--- config.mk ---
export PLATFORM = sky130hd
export DESIGN_NAME = mul_div_unit_flat
export DESIGN_NICKNAME = d
export VERILOG_FILES = /design/src/rtl/mul_div_unit_if.sv /design/src/rtl/mul_div_unit.sv /design/src/flat_wrapper.sv
export SDC_FILE = /design/constraint.sdc
export NUM_CORES = 1
export LEC_CHECK = 0
export BUFFER_PORTS_ARGS = -buffer_cell sky130_fd_sc_hd__buf_2
export CAP_MARGIN = 20
export CORE_ASPECT_RATIO = 1.5
export CORE_MARGIN = 8
export CORE_UTILIZATION = 40
export CTS_CLUSTER_DIAMETER = 40
export DETAILED_ROUTE_END_ITERATION = 7
export PLACE_DENSITY = 0.63
export SETUP_SLACK_MARGIN = 0.15
export SLEW_MARGIN = 25
export SYNTH_ARGS = -nofsm -noshare
export SYNTH_HDL_FRONTEND = slang
export SYNTH_SLANG_ARGS = --single-unit
export TNS_END_PERCENT = 5
--- constraint.sdc ---
create_clock -name clk -period 11.3 [get_ports clk]
set_input_delay 1.695 -clock clk [delete_from_list [all_inputs] [get_ports clk]]
set_output_delay 1.695 -clock clk [all_outputs]
set_load 0.005 [all_outputs]
--- src/rtl/mul_div_unit_if.sv ---
// Request/response bundle of the RV32M multiply/divide unit: operand issue
// on one side, register-file write-back on the other.
interface mul_div_unit_if #(
  parameter int DWIDTH = 32
);
  logic              in_valid;
  logic              in_ready;
  logic [2:0]        funct3;
  logic [DWIDTH-1:0] rs1;
  logic [DWIDTH-1:0] rs2;
  logic [4:0]        rd_id;
  logic              flush;
  logic              out_valid;
  logic              out_ready;
  logic [DWIDTH-1:0] result;
  logic [4:0]        rdst_id;

  modport master (
    output in_valid, funct3, rs1, rs2, rd_id, flush, out_ready,
    input  in_ready, out_valid, result, rdst_id
  );

  modport slave (
    input  in_valid, funct3, rs1, rs2, rd_id, flush, out_ready,
    output in_ready, out_valid, result, rdst_id
  );
endinterface

--- src/rtl/mul_div_unit.sv ---
// Iterative RV32M multiply/divide unit, one operation in flight.
// Define MDU_FAST_MUL_EN for single-cycle multiplies; divides stay iterative.
module mul_div_unit #(
  parameter int DWIDTH = 32
) (
  input  logic             clk,
  input  logic             rst,
  mul_div_unit_if.slave    bus
);
  localparam int CW = $clog2(DWIDTH);

  typedef enum logic [1:0] {IDLE, BUSY, DONE} state_t;

  state_t              state;
  logic                in_ready_r;
  logic                out_valid_r;
  logic [DWIDTH-1:0]   result_r;
  logic [4:0]          rdst_r;
  logic [CW-1:0]       cnt;

  logic [2:0]          op_q;
  logic [4:0]          rd_q;
  logic [2*DWIDTH-1:0] prod;
  logic [DWIDTH-1:0]   mcand;
  logic                neg_q;
  logic                neg_r;

  assign bus.in_ready  = in_ready_r;
  assign bus.out_valid = out_valid_r;
  assign bus.result    = result_r;
  assign bus.rdst_id   = rdst_r;

  // Sign/magnitude correction of the raw unsigned product or quotient/remainder.
  function automatic logic [DWIDTH-1:0] fixup(input logic [2:0] op,
                                              input logic [2*DWIDTH-1:0] p,
                                              input logic nq,
                                              input logic nr);
    logic [2*DWIDTH-1:0] pp;
    logic [DWIDTH-1:0]   q;
    logic [DWIDTH-1:0]   r;
    q  = p[DWIDTH-1:0];
    r  = p[2*DWIDTH-1:DWIDTH];
    pp = nq ? -p : p;
    if (op[2])
      fixup = op[1] ? (nr ? -r : r) : (nq ? -q : q);
    else
      fixup = (op[1:0] == 2'b00) ? pp[DWIDTH-1:0] : pp[2*DWIDTH-1:DWIDTH];
  endfunction

  logic              is_div;
  logic              sgn_a;
  logic              sgn_b;
  logic              neg_a;
  logic              neg_b;
  logic [DWIDTH-1:0] mag_a;
  logic [DWIDTH-1:0] mag_b;
  logic              div_zero;
  logic              div_ovf;
  logic              fast_mul;
  logic [DWIDTH-1:0] special_res;
  logic [DWIDTH-1:0] fast_res;
  logic [DWIDTH-1:0] short_res;
  logic              accept;

  // MUL low half is sign-agnostic, so it shares the signed path with MULH.
  assign is_div = bus.funct3[2];
  assign sgn_a  = is_div ? ~bus.funct3[0] : (bus.funct3[1:0] != 2'b11);
  assign sgn_b  = is_div ? ~bus.funct3[0] : ~bus.funct3[1];
  assign neg_a  = sgn_a & bus.rs1[DWIDTH-1];
  assign neg_b  = sgn_b & bus.rs2[DWIDTH-1];
  assign mag_a  = neg_a ? -bus.rs1 : bus.rs1;
  assign mag_b  = neg_b ? -bus.rs2 : bus.rs2;

  assign div_zero = is_div && (bus.rs2 == '0);
  assign div_ovf  = is_div && !bus.funct3[0] &&
                    (bus.rs1 == {1'b1, {(DWIDTH-1){1'b0}}}) && (bus.rs2 == '1);
  assign special_res = div_zero ? (bus.funct3[1] ? bus.rs1 : '1)
                                : (bus.funct3[1] ? '0 : bus.rs1);

`ifdef MDU_FAST_MUL_EN
  logic signed [2*DWIDTH+1:0] fa;
  logic signed [2*DWIDTH+1:0] fb;
  logic signed [2*DWIDTH+1:0] fp;
  assign fa = sgn_a ? {{(DWIDTH+2){bus.rs1[DWIDTH-1]}}, bus.rs1}
                    : {{(DWIDTH+2){1'b0}}, bus.rs1};
  assign fb = sgn_b ? {{(DWIDTH+2){bus.rs2[DWIDTH-1]}}, bus.rs2}
                    : {{(DWIDTH+2){1'b0}}, bus.rs2};
  assign fp = fa * fb;
  assign fast_mul = !is_div;
  assign fast_res = (bus.funct3[1:0] == 2'b00) ? fp[DWIDTH-1:0]
                                               : fp[2*DWIDTH-1:DWIDTH];
`else
  assign fast_mul = 1'b0;
  assign fast_res = '0;
`endif

  assign short_res = (div_zero || div_ovf) ? special_res : fast_res;
  assign accept    = (state == IDLE) && bus.in_valid && !bus.flush;

  // One iteration step: shift-add for multiply, restoring shift-subtract for divide.
  logic [DWIDTH:0]     mul_sum;
  logic [DWIDTH:0]     div_cand;
  logic [DWIDTH:0]     div_diff;
  logic [2*DWIDTH-1:0] step_next;

  assign mul_sum  = {1'b0, prod[2*DWIDTH-1:DWIDTH]} + {1'b0, (prod[0] ? mcand : '0)};
  assign div_cand = prod[2*DWIDTH-1:DWIDTH-1];
  assign div_diff = div_cand - {1'b0, mcand};
  assign step_next = op_q[2]
    ? (div_diff[DWIDTH] ? {div_cand[DWIDTH-1:0], prod[DWIDTH-2:0], 1'b0}
                        : {div_diff[DWIDTH-1:0], prod[DWIDTH-2:0], 1'b1})
    : {mul_sum, prod[DWIDTH-1:1]};

  always_ff @(posedge clk or negedge rst) begin
    if (!rst) begin
      state       <= IDLE;
      in_ready_r  <= 1'b1;
      out_valid_r <= 1'b0;
      result_r    <= '0;
      rdst_r      <= '0;
      cnt         <= '0;
    end else begin
      case (state)
        IDLE: begin
          if (accept) begin
            cnt        <= CW'(DWIDTH-1);
            in_ready_r <= 1'b0;
            if (div_zero || div_ovf || fast_mul) begin
              state       <= DONE;
              out_valid_r <= 1'b1;
              result_r    <= short_res;
              rdst_r      <= bus.rd_id;
            end else begin
              state <= BUSY;
            end
          end
        end
        BUSY: begin
          if (bus.flush) begin
            state      <= IDLE;
            in_ready_r <= 1'b1;
          end else if (cnt == '0) begin
            state       <= DONE;
            out_valid_r <= 1'b1;
            result_r    <= fixup(op_q, step_next, neg_q, neg_r);
            rdst_r      <= rd_q;
          end else begin
            cnt <= cnt - 1'b1;
          end
        end
        DONE: begin
          if (bus.flush || bus.out_ready) begin
            state       <= IDLE;
            out_valid_r <= 1'b0;
            in_ready_r  <= 1'b1;
          end
        end
        default: begin
          state       <= IDLE;
          out_valid_r <= 1'b0;
          in_ready_r  <= 1'b1;
        end
      endcase
    end
  end

  // Datapath: operands captured on accept, then iterated while BUSY.
  always_ff @(posedge clk) begin
    if (accept) begin
      op_q  <= bus.funct3;
      rd_q  <= bus.rd_id;
      neg_q <= neg_a ^ neg_b;
      neg_r <= neg_a;
      prod  <= {{DWIDTH{1'b0}}, (is_div ? mag_a : mag_b)};
      mcand <= is_div ? mag_b : mag_a;
    end else if (state == BUSY) begin
      prod <= step_next;
    end
  end
endmodule

--- src/flat_wrapper.sv ---
// flat-port wrapper written by rule: the top's interface ports become plain ports
module mul_div_unit_flat 
#(
  parameter int DWIDTH = 32
)
  (clk, rst, bus_in_valid, bus_funct3, bus_rs1, bus_rs2, bus_rd_id, bus_flush, bus_out_ready, bus_in_ready, bus_out_valid, bus_result, bus_rdst_id);
  mul_div_unit_if #(.DWIDTH(DWIDTH)) bus_i ();
  input  logic clk;
  input  logic rst;
  input wire logic [$bits(bus_i.in_valid)-1:0] bus_in_valid;
  input wire logic [$bits(bus_i.funct3)-1:0] bus_funct3;
  input wire logic [$bits(bus_i.rs1)-1:0] bus_rs1;
  input wire logic [$bits(bus_i.rs2)-1:0] bus_rs2;
  input wire logic [$bits(bus_i.rd_id)-1:0] bus_rd_id;
  input wire logic [$bits(bus_i.flush)-1:0] bus_flush;
  input wire logic [$bits(bus_i.out_ready)-1:0] bus_out_ready;
  output wire logic [$bits(bus_i.in_ready)-1:0] bus_in_ready;
  output wire logic [$bits(bus_i.out_valid)-1:0] bus_out_valid;
  output wire logic [$bits(bus_i.result)-1:0] bus_result;
  output wire logic [$bits(bus_i.rdst_id)-1:0] bus_rdst_id;
  assign bus_i.in_valid = bus_in_valid;
  assign bus_i.funct3 = bus_funct3;
  assign bus_i.rs1 = bus_rs1;
  assign bus_i.rs2 = bus_rs2;
  assign bus_i.rd_id = bus_rd_id;
  assign bus_i.flush = bus_flush;
  assign bus_i.out_ready = bus_out_ready;
  assign bus_in_ready = bus_i.in_ready;
  assign bus_out_valid = bus_i.out_valid;
  assign bus_result = bus_i.result;
  assign bus_rdst_id = bus_i.rdst_id;
  mul_div_unit #(.DWIDTH(DWIDTH)) u_core (.clk(clk), .rst(rst), .bus(bus_i));
endmodule
==> impl_metrics.ini <==
[outcome]
status = completed

[floorplanning]
rows = 91
die-area_sq_um = 48200
die_w_um = 182
core_sq_um = 41000
initial_utilization = 0.403
ioPinCount = 116
die_h_um = 265

[clock_network]
cts_buffers = 17
htree_num_levels = 4
path_clk_slew_ns = 0.08
worstSkewPairLatency_ns = 0.46
cts_root_buf = clkbuf_16
cts.sinks = 152
cts_setup_buffers = 0
cts-resized-gates = 0
cts_tree = yes
holdBufCountCts = 0
cts_buffer_depth = 2

[synth]
synth.avg_cell_area_sq_um = 7.72
synth-async-reset-ratio = 0.303
synth_top_flop_cell = edfxtp_1
synth.distinct_cells = 94
synth_warnings = 0
syn_inst = 2140
syn_nets = 2290
synth_edf_count = 74
netlist_area_sq_um = 16500
ys_seq_area_frac = 0.243
yosys_register_bits = 152

[grt]
use_met2 = 0.499
grtUsageTotal = 0.284
grt_max_degree = 127
grt_pass1_wl_um = 105000
grt_antenna_before_repair = 1
use_met3 = 0.0323
use_met1 = 0.323
global_route.peak_usage_layer = met2
grt_pass1_vias = 16900
overflow = 0

[final_layout]
stdcell_area_sq_um = 18100
n_antenna_cell = 0
drive_gt1_frac = 0.107
syn2layout_area_growth_pct = 9.24
layout.nets = 2335

[hold_path]
hp-class = register to register
hold_depth = 2

[route]
drc = 0
vias_per_cell = 6.42
wl_per_cell_um = 25.9
antenna_left = 0
drt-total-wl_um = 70200
first_pass_iters = 6
first_iter_violations = 1604
vias = 17400

[sta]
fin_setup_tns_ns = 0
finClkSkew_ns = 0.0145
rsz0062_at_grt = no
holdWs_ns = 0.459
tightestPinTransition_ns = 1.01
final.period_utilization = 0.570
fmax_ghz = 0.155
slew_viol_final = 0
finalCriticalPeriod_ns = 6.44
setup_violations = 0
timing_hold_violations_final = 0
max_slew_margin = 0.326

[power]
p_seq_frac = 0.201
switching_share = 0.539
p_comb_frac = 0.673
clkPwrFrac = 0.126
p_int_mw = 2.18
p_total_mw = 4.73
power_leakage_nw = 7.23
power_density_nw_per_um2 = 262
p_switching_mw = 2.55
ir_drop_mv = 0.127

[setup_path]
crit_chain = inv_1 > ha_1 > inv_1 > fa_1 > a211oi_2 > o211a_4 > nor4_4 > o31ai_4 > nand3_1 > nand2_1 > buf_4 > o211ai_1 > o21ai_1 > ha_1 > o211ai_1 > and2_1 > or3_1 > o41ai_1 > xor2_1 > a221oi_1 > a21oi_1
critPathTopFamily = compound AO/OA/AOI/OAI gates
crit_fanout = 17
arrival_ns = 6.78
end_kind = register
cpPeakStageDelay_ns = 0.66
start_kind = register
worstSetupPathType = register to register
worst-path-stages = 21
cp.required_ns = 11.64
reg2reg_depth = 21
critical_path_buf_inv_count = 3
critPathSlowestCell = nand3_1

[job]
drv_cap = 0

[placed_design]
port_buffers = 115
place_area_sq_um = 17500
dp_hpwl_um = 55000
place.gp.congestion = 0.971
-- worst min-delay path: stages (launching register included) --
cell	delay (ns)
dfstp_2	0.37
inv_1	0.04
a21oi_1	0.05
-- cell type report --
cell class / instances / area, sq um
Clock buffer: 19 / 454
Clock inverter: 13 / 125
Fill cell: 4178 / 22900
Inverter: 81 / 304
Multi-Input combinational cell: 1788 / 11700
Sequential cell: 152 / 4020
Tap cell: 511 / 639
Timing Repair Buffer: 145 / 823
-- cells by family (layout without fill, tap and decap cells) --
logic type,Yosys count,after routing,share of synthesized area
multiplexers,104,104,0.0639
flip-flops,152,152,0.243
buffers and inverters,200,258,0.0506
XOR/XNOR,171,171,0.0906
AND/OR/NAND/NOR,731,731,0.218
adder cells (fa/ha/maj),73,73,0.0562
AO/OA/AOI/OAI,709,709,0.278
-- power groups by stage --
stage / clock network (mW) / logic (mW) / registers (mW)
final: 0.595 / 3.18 / 0.951
after global routing: 0.620 / 3.42 / 0.965
after CTS: 0.599 / 3.10 / 0.954
after detailed placement: 0 / 3.07 / 0.965
after global placement: 0 / 3.05 / 0.961
after floorplan: 0 / 2.20 / 0.877
-- cell usage after synthesis (31+ instances only) --
master	n	area, sq um
xnor2_1	99	867
edfxtp_1	74	2220
nand4_1	33	206
o21ai_0	168	841
dfxtp_1	32	641
a31oi_1	31	194
nor3_1	68	340
ha_1	71	888
nand2_1	206	773
and2_1	48	300
o31ai_1	33	248
inv_1	80	300
nor2_1	174	653
a21oi_1	212	1060
clkbuf_1	82	308
mux2i_1	92	921
nand3_1	50	250
xor2_1	72	631
dfrtp_1	45	1130
-- state kept, by name (all words and copies together), names as in the netlist --
signal                count
u_core.bus.in_ready       1
u_core.bus.out_valid      1
u_core.bus.rdst_id        5
u_core.bus.result        32
u_core.cnt                5
u_core.mcand             32
u_core.neg_q              1
u_core.neg_r              1
u_core.op_q               3
u_core.prod              64
u_core.rd_q               5
u_core.state              2
-- layout by cell type (no fill, tap or decap), types with 10 or more instances in the layout --
cell / n
o21a_1: 19
a21o_1: 26
ha_1: 71
nand2b_1: 20
a21oi_1: 212
and3_1: 11
clkbuf_16: 18
nor4_1: 25
buf_4: 29
o31ai_1: 33
nor3_1: 68
mux2i_1: 92
or4_1: 11
a31oi_1: 31
o21ai_1: 13
xnor2_1: 99
o41ai_1: 12
o21bai_1: 10
buf_2: 114
nor2_1: 173
inv_1: 78
nand4_1: 33
dfxtp_1: 32
a22o_1: 22
and2_1: 48
nor2b_1: 11
mux2_2: 12
nand3_1: 50
o21ai_0: 167
or2_2: 13
xor2_1: 72
edfxtp_1: 74
or3_1: 19
dfrtp_1: 45
a211oi_1: 23
nand2_1: 205
o211ai_1: 26
-- through the flow --
| stage | setup WS (ns) | cells | util |
|---|---|---|---|
| final | 4.86 | 2709 | 0.440 |
| after global placement | 5.23 | 2676 | 0.426 |
| after detailed placement | 5.05 | 2676 | 0.426 |
| after global routing | 4.43 | 2709 | 0.440 |
| after floorplan | 6.26 | 2140 | - |
| after CTS | 4.99 | 2708 | 0.440 |
-- metal layers --
| metal | up-vias | share of wire | routed length, um |
|---|---|---|---|
| li1 | 8036 | - | - |
| met1 | 8315 | 0.38 | 26600 |
| met2 | 813 | 0.49 | 34700 |
| met3 | 219 | 0.057 | 4020 |
| met4 | 0 | 0.069 | 4840 |
| met5 | - | 0 | 0 |
-- worst paths after layout --
check,from,to,slack [ns]
max in group asynchronous,rst,u_core.bus.result[16],9.43
min in group asynchronous,rst,u_core.bus.rdst_id[4],1.35
worst min-delay path,u_core.bus.in_ready,u_core.bus.in_ready,0.46
worst max-delay path,u_core.prod[31],u_core.bus.result[28],4.86
worst max register to register,u_core.prod[31],u_core.bus.result[28],4.86
worst min register to register,u_core.bus.in_ready,u_core.bus.in_ready,0.46
Power figures use the tool's default switching activity.
